File: config.mk
export PLATFORM = sky130hd
export DESIGN_NAME = addr8u_tr_sched
export DESIGN_NICKNAME = d
export VERILOG_FILES = /design/src/rtl/addr8u_tr_sched.sv
export SDC_FILE = /design/constraint.sdc
export NUM_CORES = 1
export LEC_CHECK = 0
export BUFFER_PORTS_ARGS = -buffer_cell sky130_fd_sc_hd__buf_2
export CORE_MARGIN = 2
export CORE_UTILIZATION = 49
export DETAILED_ROUTE_END_ITERATION = 7
export PLACE_DENSITY_LB_ADDON = 0.12
export SYNTH_ARGS = -nofsm -noshare
export SYNTH_HDL_FRONTEND = slang
export SYNTH_SLANG_ARGS = --single-unit
File: constraint.sdc
create_clock -name clk -period 2.05 [get_ports clk]
set_clock_uncertainty 0.1 [all_clocks]
set_input_delay 0.1025 -clock clk [delete_from_list [all_inputs] [get_ports clk]]
set_output_delay 0.1025 -clock clk [all_outputs]
set_load 0.005 [all_outputs]
File: src/rtl/addr8u_tr_sched.sv
`default_nettype none
// +----------------------------------------------------------------------------+
// | Module  : addr8u_tr_sched                                                  |
// | Brief   : Time-redundant scheduler: three runs of one 8-bit adder, voted.  |
// | Revision: 1.0                                                              |
// +----------------------------------------------------------------------------+
module addr8u_tr_sched #(
  parameter bit EARLY_EXIT = 1'b1,
  parameter int CNT_W      = 16
) (
  input  logic             clk,
  input  logic             rst,
  input  logic             in_valid,
  output logic             in_ready,
  input  logic [7:0]       in_a,
  input  logic [7:0]       in_b,
  output logic [7:0]       add_a,
  output logic [7:0]       add_b,
  input  logic [8:0]       add_sum,
  output logic             out_valid,
  input  logic             out_ready,
  output logic [8:0]       out_sum,
  output logic             out_corr,
  output logic             out_err,
  input  logic             cnt_clr,
  output logic [CNT_W-1:0] corr_cnt,
  output logic [CNT_W-1:0] err_cnt
);

  localparam logic [2:0] c_IDLE = 3'd0;
  localparam logic [2:0] c_RUN1 = 3'd1;
  localparam logic [2:0] c_RUN2 = 3'd2;
  localparam logic [2:0] c_RUN3 = 3'd3;
  localparam logic [2:0] c_DONE = 3'd4;

  localparam logic [CNT_W-1:0] c_CNT_ONE = {{(CNT_W-1){1'b0}}, 1'b1};

  logic [2:0]       r_state;
  logic [7:0]       r_op_a;
  logic [7:0]       r_op_b;
  logic [8:0]       r_r1;
  logic [8:0]       r_r2;
  logic [8:0]       r_sum;
  logic             r_corr;
  logic             r_err;
  logic [CNT_W-1:0] r_corr_cnt;
  logic [CNT_W-1:0] r_err_cnt;

  logic             w_early;
  logic             w_vote_ld;
  logic [8:0]       w_sum;
  logic             w_corr;
  logic             w_err;

  // Adder operands decode from registered state only, so they never glitch with in_*.
  always_comb begin
    add_a = 8'd0;
    add_b = 8'd0;
    case (r_state)
      c_RUN1, c_RUN3: begin
        add_a = r_op_a;
        add_b = r_op_b;
      end
      c_RUN2: begin
        add_a = r_op_b;
        add_b = r_op_a;
      end
      default: ;
    endcase
  end

  assign w_early   = EARLY_EXIT && (r_state == c_RUN2) && (add_sum == r_r1);
  assign w_vote_ld = (r_state == c_RUN3);

  // Word vote; add_sum is the third run while in RUN3.
  always_comb begin
    w_sum  = r_r1;
    w_corr = 1'b0;
    w_err  = 1'b0;
    if (r_r1 == r_r2) begin
      w_corr = (add_sum != r_r1);
    end else if (r_r1 == add_sum) begin
      w_corr = 1'b1;
    end else if (r_r2 == add_sum) begin
      w_sum  = r_r2;
      w_corr = 1'b1;
    end else begin
      w_err  = 1'b1;
    end
  end

  always_ff @(posedge clk) begin
    if (rst) begin
      r_state <= c_IDLE;
      r_op_a  <= 8'd0;
      r_op_b  <= 8'd0;
      r_r1    <= 9'd0;
      r_r2    <= 9'd0;
      r_sum   <= 9'd0;
      r_corr  <= 1'b0;
      r_err   <= 1'b0;
    end else begin
      case (r_state)
        c_IDLE: begin
          if (in_valid) begin
            r_op_a  <= in_a;
            r_op_b  <= in_b;
            r_state <= c_RUN1;
          end
        end
        c_RUN1: begin
          r_r1    <= add_sum;
          r_state <= c_RUN2;
        end
        c_RUN2: begin
          r_r2 <= add_sum;
          if (w_early) begin
            r_sum   <= r_r1;
            r_corr  <= 1'b0;
            r_err   <= 1'b0;
            r_state <= c_DONE;
          end else begin
            r_state <= c_RUN3;
          end
        end
        c_RUN3: begin
          r_sum   <= w_sum;
          r_corr  <= w_corr;
          r_err   <= w_err;
          r_state <= c_DONE;
        end
        c_DONE: begin
          if (out_ready) begin
            r_state <= c_IDLE;
          end
        end
        default: r_state <= c_IDLE;
      endcase
    end
  end

  // Saturating fault counters; clear has priority over a same-edge increment.
  always_ff @(posedge clk) begin
    if (rst || cnt_clr) begin
      r_corr_cnt <= '0;
      r_err_cnt  <= '0;
    end else begin
      if (w_vote_ld && w_corr && !(&r_corr_cnt)) begin
        r_corr_cnt <= r_corr_cnt + c_CNT_ONE;
      end
      if (w_vote_ld && w_err && !(&r_err_cnt)) begin
        r_err_cnt <= r_err_cnt + c_CNT_ONE;
      end
    end
  end

  assign in_ready  = (r_state == c_IDLE);
  assign out_valid = (r_state == c_DONE);
  assign out_sum   = r_sum;
  assign out_corr  = r_corr;
  assign out_err   = r_err;
  assign corr_cnt  = r_corr_cnt;
  assign err_cnt   = r_err_cnt;

endmodule
`default_nettype wire

## After elaboration in Yosys (flattened, before gate mapping)

Index checks and enable logic that the tools add are counted.

- Register bits after elaboration: 80
- Bits in latches: 0
- RAM bits: 0
- ROM bits: 0
- Bits of input ports: 30
- Logic and storage cells: 60
- Memories kept: 0

- $add $sub $neg: 2
- Multiply operators: 0
- Div/mod/pow operators: 0
- $lt $le $gt $ge: 0
- Equal/unequal tests: 12
- Shifts and indexed selects: 0
- Mux-type cells: 20
- Bitwise logic cells: 0
- Reduce and logical (&&, ||, !) cells: 16

Operator list:

| operator | count |
|---|---|
| 9-bit == test | 4 |
| 9-bit two-way mux | 4 |
| 16-bit by 1-bit adder with 16-bit output, second input constant | 2 |
| 8-bit case mux with 2 select lines | 2 |
| 16-bit AND reduction | 2 |
| 9-bit case mux with 2 select lines | 1 |
| 3-bit case mux with 5 select lines | 1 |
| 3-bit two-way mux | 3 |
| 9-bit != test | 1 |
| 1-bit two-way mux | 7 |
| 3-bit by 2-bit == test with 1-bit output, second input constant | 2 |
| 2-bit AND reduction | 3 |
| 1-bit logical AND | 5 |
| 2-bit != test, second input constant | 2 |
| 1-bit case mux with 2 select lines | 2 |
| 3-bit by 1-bit == test with 1-bit output, second input constant | 1 |
| 3-bit == test, second input constant | 1 |
| 3-bit zero test | 1 |
| 1-bit zero test | 2 |
| 2-bit by 1-bit != test with 1-bit output, second input constant | 1 |
| 2-bit nonzero test | 1 |
| 2-bit OR reduction | 1 |
| 1-bit logical OR | 1 |

## Depth between registers and ports, before layout

- Depth in word-level cells: 6
- Depth in mapped cells: 10
- Mapped depth without buffers: 7

## Worst setup path after synthesis

Ideal clock, no wire load.

- Path type: register -> register
- Start point: register r_err_cnt[0] (netlist: err_cnt[0])
- End point: register r_err_cnt[11] (netlist: err_cnt[11])
- Setup time: 0.070 ns
- Arrival time: 1.988 ns
- Data required time: 1.880 ns
- Slack: -0.109 ns
- Stages on the path, launching flop included: 10
- Path buffers: 2
- Cells stage by stage: dfxtp_1 ha_1 and2_1 clkbuf_1 and3_1 nand4_1 nand4_1 buf_2 or4_1 a21oi_1

- Cells in the longest elaborated chain, start to end: 3

RTL lines:

| element | line | RTL |
|---|---|---|
| start, declared | 47 | `logic [CNT_W-1:0] r_err_cnt;` |
| start signal, assigned | 152 | `r_err_cnt <= r_err_cnt + c_CNT_ONE;` |
| branches (longest 3 deep; another with 16-bit by 1-bit adder with 16-bit output) | n/a |  |

Parallel ways; which one is timed is not known.
A chain may end at the register's enable or synchronous reset.

## Worst setup path after layout

- Start point: register r_r1[7]
- End point: register r_corr_cnt[2] (netlist: corr_cnt[2])

- Cells in the longest elaborated chain, start to end: 5

RTL lines:

| element | line | RTL |
|---|---|---|
| start, declared | 41 | `logic [8:0] r_r1;` |
| start signal, assigned | 112 | `r_r1 <= add_sum;` |
| 9-bit == test | 82 | `end else if (r_r1 == add_sum) begin` |
| 1-bit two-way mux | 82 |  |
| 1-bit two-way mux * | 80 | `if (r_r1 == r_r2) begin` |
| 1-bit logical AND * (2 in series) | 148 | `if (w_vote_ld && w_corr && !(&r_corr_cnt)) begin` |
| end signal, assigned | 149 | `r_corr_cnt <= r_corr_cnt + c_CNT_ONE;` |
| end, declared | 46 | `logic [CNT_W-1:0] r_corr_cnt;` |

Every way passes the cells marked *; elsewhere a longest branch is shown, timed or not.

==> flow_summary.ini <==
[outcome]
status = finished, violations left
violations = setup timing

[synth]
synth-adder-area-share_pct = 0.6232
synth.avg_cell_area_um2 = 8.365
yosysMostFrequentCell = dfxtp_1
synthDistinctLibCells = 46
synth_flop_cell = dfxtp_1
synth-compound-area-share_pct = 18.85
yosys-top-cells-count = dfxtp_1, nand2_1, a21oi_1, nor2_1, xor2_1
synth_edf_count = 0
yosys.area_share.simple_pct = 25.12
syn_inst = 480
synth_top_area_share_pct = 39.89
synth-xor-area-share_pct = 6.108
async_flop_share_pct = 0
synthMuxAreaShare_pct = 5.235
synth-seq-cells = 80
synth_area_leaders = dfxtp_1, nand2_1, a21oi_1
netlist_area_um2 = 4015
yosys_warnings = 0
synth_seq_area_share_pct = 39.89
synth_top_family_by_area = simple AND/OR/NAND/NOR gates
synth_largest_area_cell = dfxtp_1
synthesis.nets = 512

[clock_network]
clock_sinks = 80
clkTransAtPathRegs_ps = 80
cts_tree = done
numCtsBuffers = 9
cts_buffer_depth = 2
h-tree-depth = 3
cts-root-buf = clkbuf_8
clk-insertion-delay-late_ps = 340

[route]
avgRoutedWirePerCell_um = 16.75
ant_nets = 0
wl_met3_um = 642
drc = 0
dr.pass1.iters = 4
drt_iter0_drc = 192
routed_wl_mm = 12.86
viasPerCell = 5.724
top_layer = met4
num_vias = 4396
met2_length_mm = 6.625
wl_met1_mm = 5.442

[power_and_ir_drop]
leakage_uw = 0.002599
vdd_drop_max_v = 0.0003589
powerDensity_nw_per_um2 = 591.7
p_seq_share_pct = 45.7
pwr-share-clk_pct = 32.6
power_uw = 3643
intPower_uw = 2567
combinationalPowerShare_pct = 21.7
p_sw_uw = 1076
p_sw_share_pct = 29.54

[global_routing]
overflow = 0
grt_pass1_vias = 4019
grt_first_pass_wirelength_mm = 19.32
grt_usage_pct = 26.72
antenna_found_initial = 0
grt_max_degree = 35

[floorplanning]
start_util_pct = 49.61
die_area_um2 = 8934
num_io_pins = 91
core_um2 = 8093
rows = 33
die_h_um = 94.52
chipWidth_um = 94.52

[timing]
tns_ps = -2692
fmax_ghz = 0.4552
final_max_slew_viol_count = 0
fin_ws_ps = -146.8
setup_viol = 36
finalCritPeriodShare_pct = 107.2
worst_slew_pin_slew_ps = 666.4
period_needed_ps = 2197
hold_violations = 0
slew_headroom_pct = 55.45
rsz0062_at_grt = true

[finish]
final_util_pct = 76.08
syn2layout_area_growth_pct = 53.35
layout-drive-gt1-share_pct = 43.59
fin_nets = 690
diodes = 0

[worst_setup_path]
critPathArrivalTime_ps = 2330
crit_path_end_kind = flop
cp.required_ps = 2180
cp_max_fo = 6
cp-start-kind = flop
critical_path_class = reg2reg

[placement]
port_buffers = 90
pre_cts_slack_ps = -136.8
dp_hpwl_mm = 7.501
gp_congestion = 0.8285

[job]
max-cap-violations = 0

[worst_hold_path]
hold_path_class = in2reg
-- flip-flops by register name, indices dropped and copies added (netlist names) --
name      cells
r_op_b        8
err_cnt      16
r_r2          9
r_state       3
r_op_a        8
corr_cnt     16
out_sum       9
r_r1          9
out_err       1
out_corr      1
-- layout by cell type, fill, tap and decap left out, types with 4 or more instances in the layout --
master,count
o31ai_1,8
nand4_1,9
xor2_2,15
a21oi_2,12
buf_12,4
a211oi_1,10
o211ai_1,4
dlygate4sd3_1,27
a22o_1,16
mux2i_1,21
or4_4,11
or4_1,4
nor3_1,4
nor3_2,4
and3_1,8
clkbuf_8,10
and2_1,6
o31ai_2,6
nor4_2,4
xor2_1,8
buf_4,62
nor2_1,24
buf_2,90
a21oi_1,36
or3_1,7
dfxtp_2,11
nand2_1,71
and4_1,6
nand3_1,13
buf_6,13
xnor2_1,4
dfxtp_1,62
and3_4,5
dfxtp_4,7
-- final timing paths --
kind,start,endpoint,slack (ps),cells past startpoint
setup / recovery,r_r1[7]$_SDFFE_PP0P_,corr_cnt[2]$_SDFFE_PP0P_,-150,8
setup reg to reg,r_r1[7]$_SDFFE_PP0P_,corr_cnt[2]$_SDFFE_PP0P_,-150,8
hold / removal,in_valid,r_state[0]$_SDFFE_PP0P_,5,3
hold reg to reg,r_op_b[2]$_SDFFE_PP0P_,r_op_b[2]$_SDFFE_PP0P_,370,2
-- cell type report --
type                    count  area [um2]
well taps                 105       131.4
fillers                   590        1936
clock inverters             5       56.30
repair buffers            198        1465
multi-input cells         366        2710
clock buffers              11       141.4
flip-flops and latches     80        1642
inverters                   3       11.26
-- power groups by stage --
stage | Sequential (uW) | Combinational (uW) | Clock (uW)
floorplan | 1690 | 352 | 0
global placement | 1690 | 524 | 0
detailed placement | 1690 | 532 | 0
CTS | 1660 | 671 | 1190
global route | 1670 | 848 | 1270
finish | 1660 | 790 | 1190
-- cells by family (layout without fill, tap and decap cells) --
kind of cell,after synthesis,after routing
AND/OR/NAND/NOR,196,199
buffers and inverters,37,217
multiplexers,21,21
XOR/XNOR,28,28
AO/OA/AOI/OAI,116,116
adder cells (fa/ha/maj),2,2
flip-flops,80,80
-- through the flow --
stage               hold WS (ps)  instance area [um2]  std cells
global route               40.07                 6157        768
detailed placement         248.7                 4942        703
floorplan                  130.9                 4030        480
CTS                        1.458                 5694        763
global placement           242.8                 4942        703
finish                     4.547                 6157        768
-- timing repair --
item | CTS | global route
endpoints found under the hold margin | 32 | 0
resized for setup | 38 | 98
endpoints found under the setup margin | 31 | 42
hold buffers | 27 | 0
buffers inserted | 13 | 2
gates cloned | 4 | 4
pin swaps | 37 | 51
-- layer usage --
layer	vias to the layer above	track usage, %
li1	2094	-
met5	-	0
met1	2142	35.28
met4	0	7.246
met2	146	46.19
met3	14	3.272
-- worst max-delay path, cell delays in order (launching register included) --
cell	delay [ps]
dfxtp_4	380
xor2_2	160
nor4_2	320
nand4_1	260
buf_6	210
o211ai_1	280
buf_4	210
nor3b_2	60
mux2i_1	120
(Power assumes the default switching activity.)
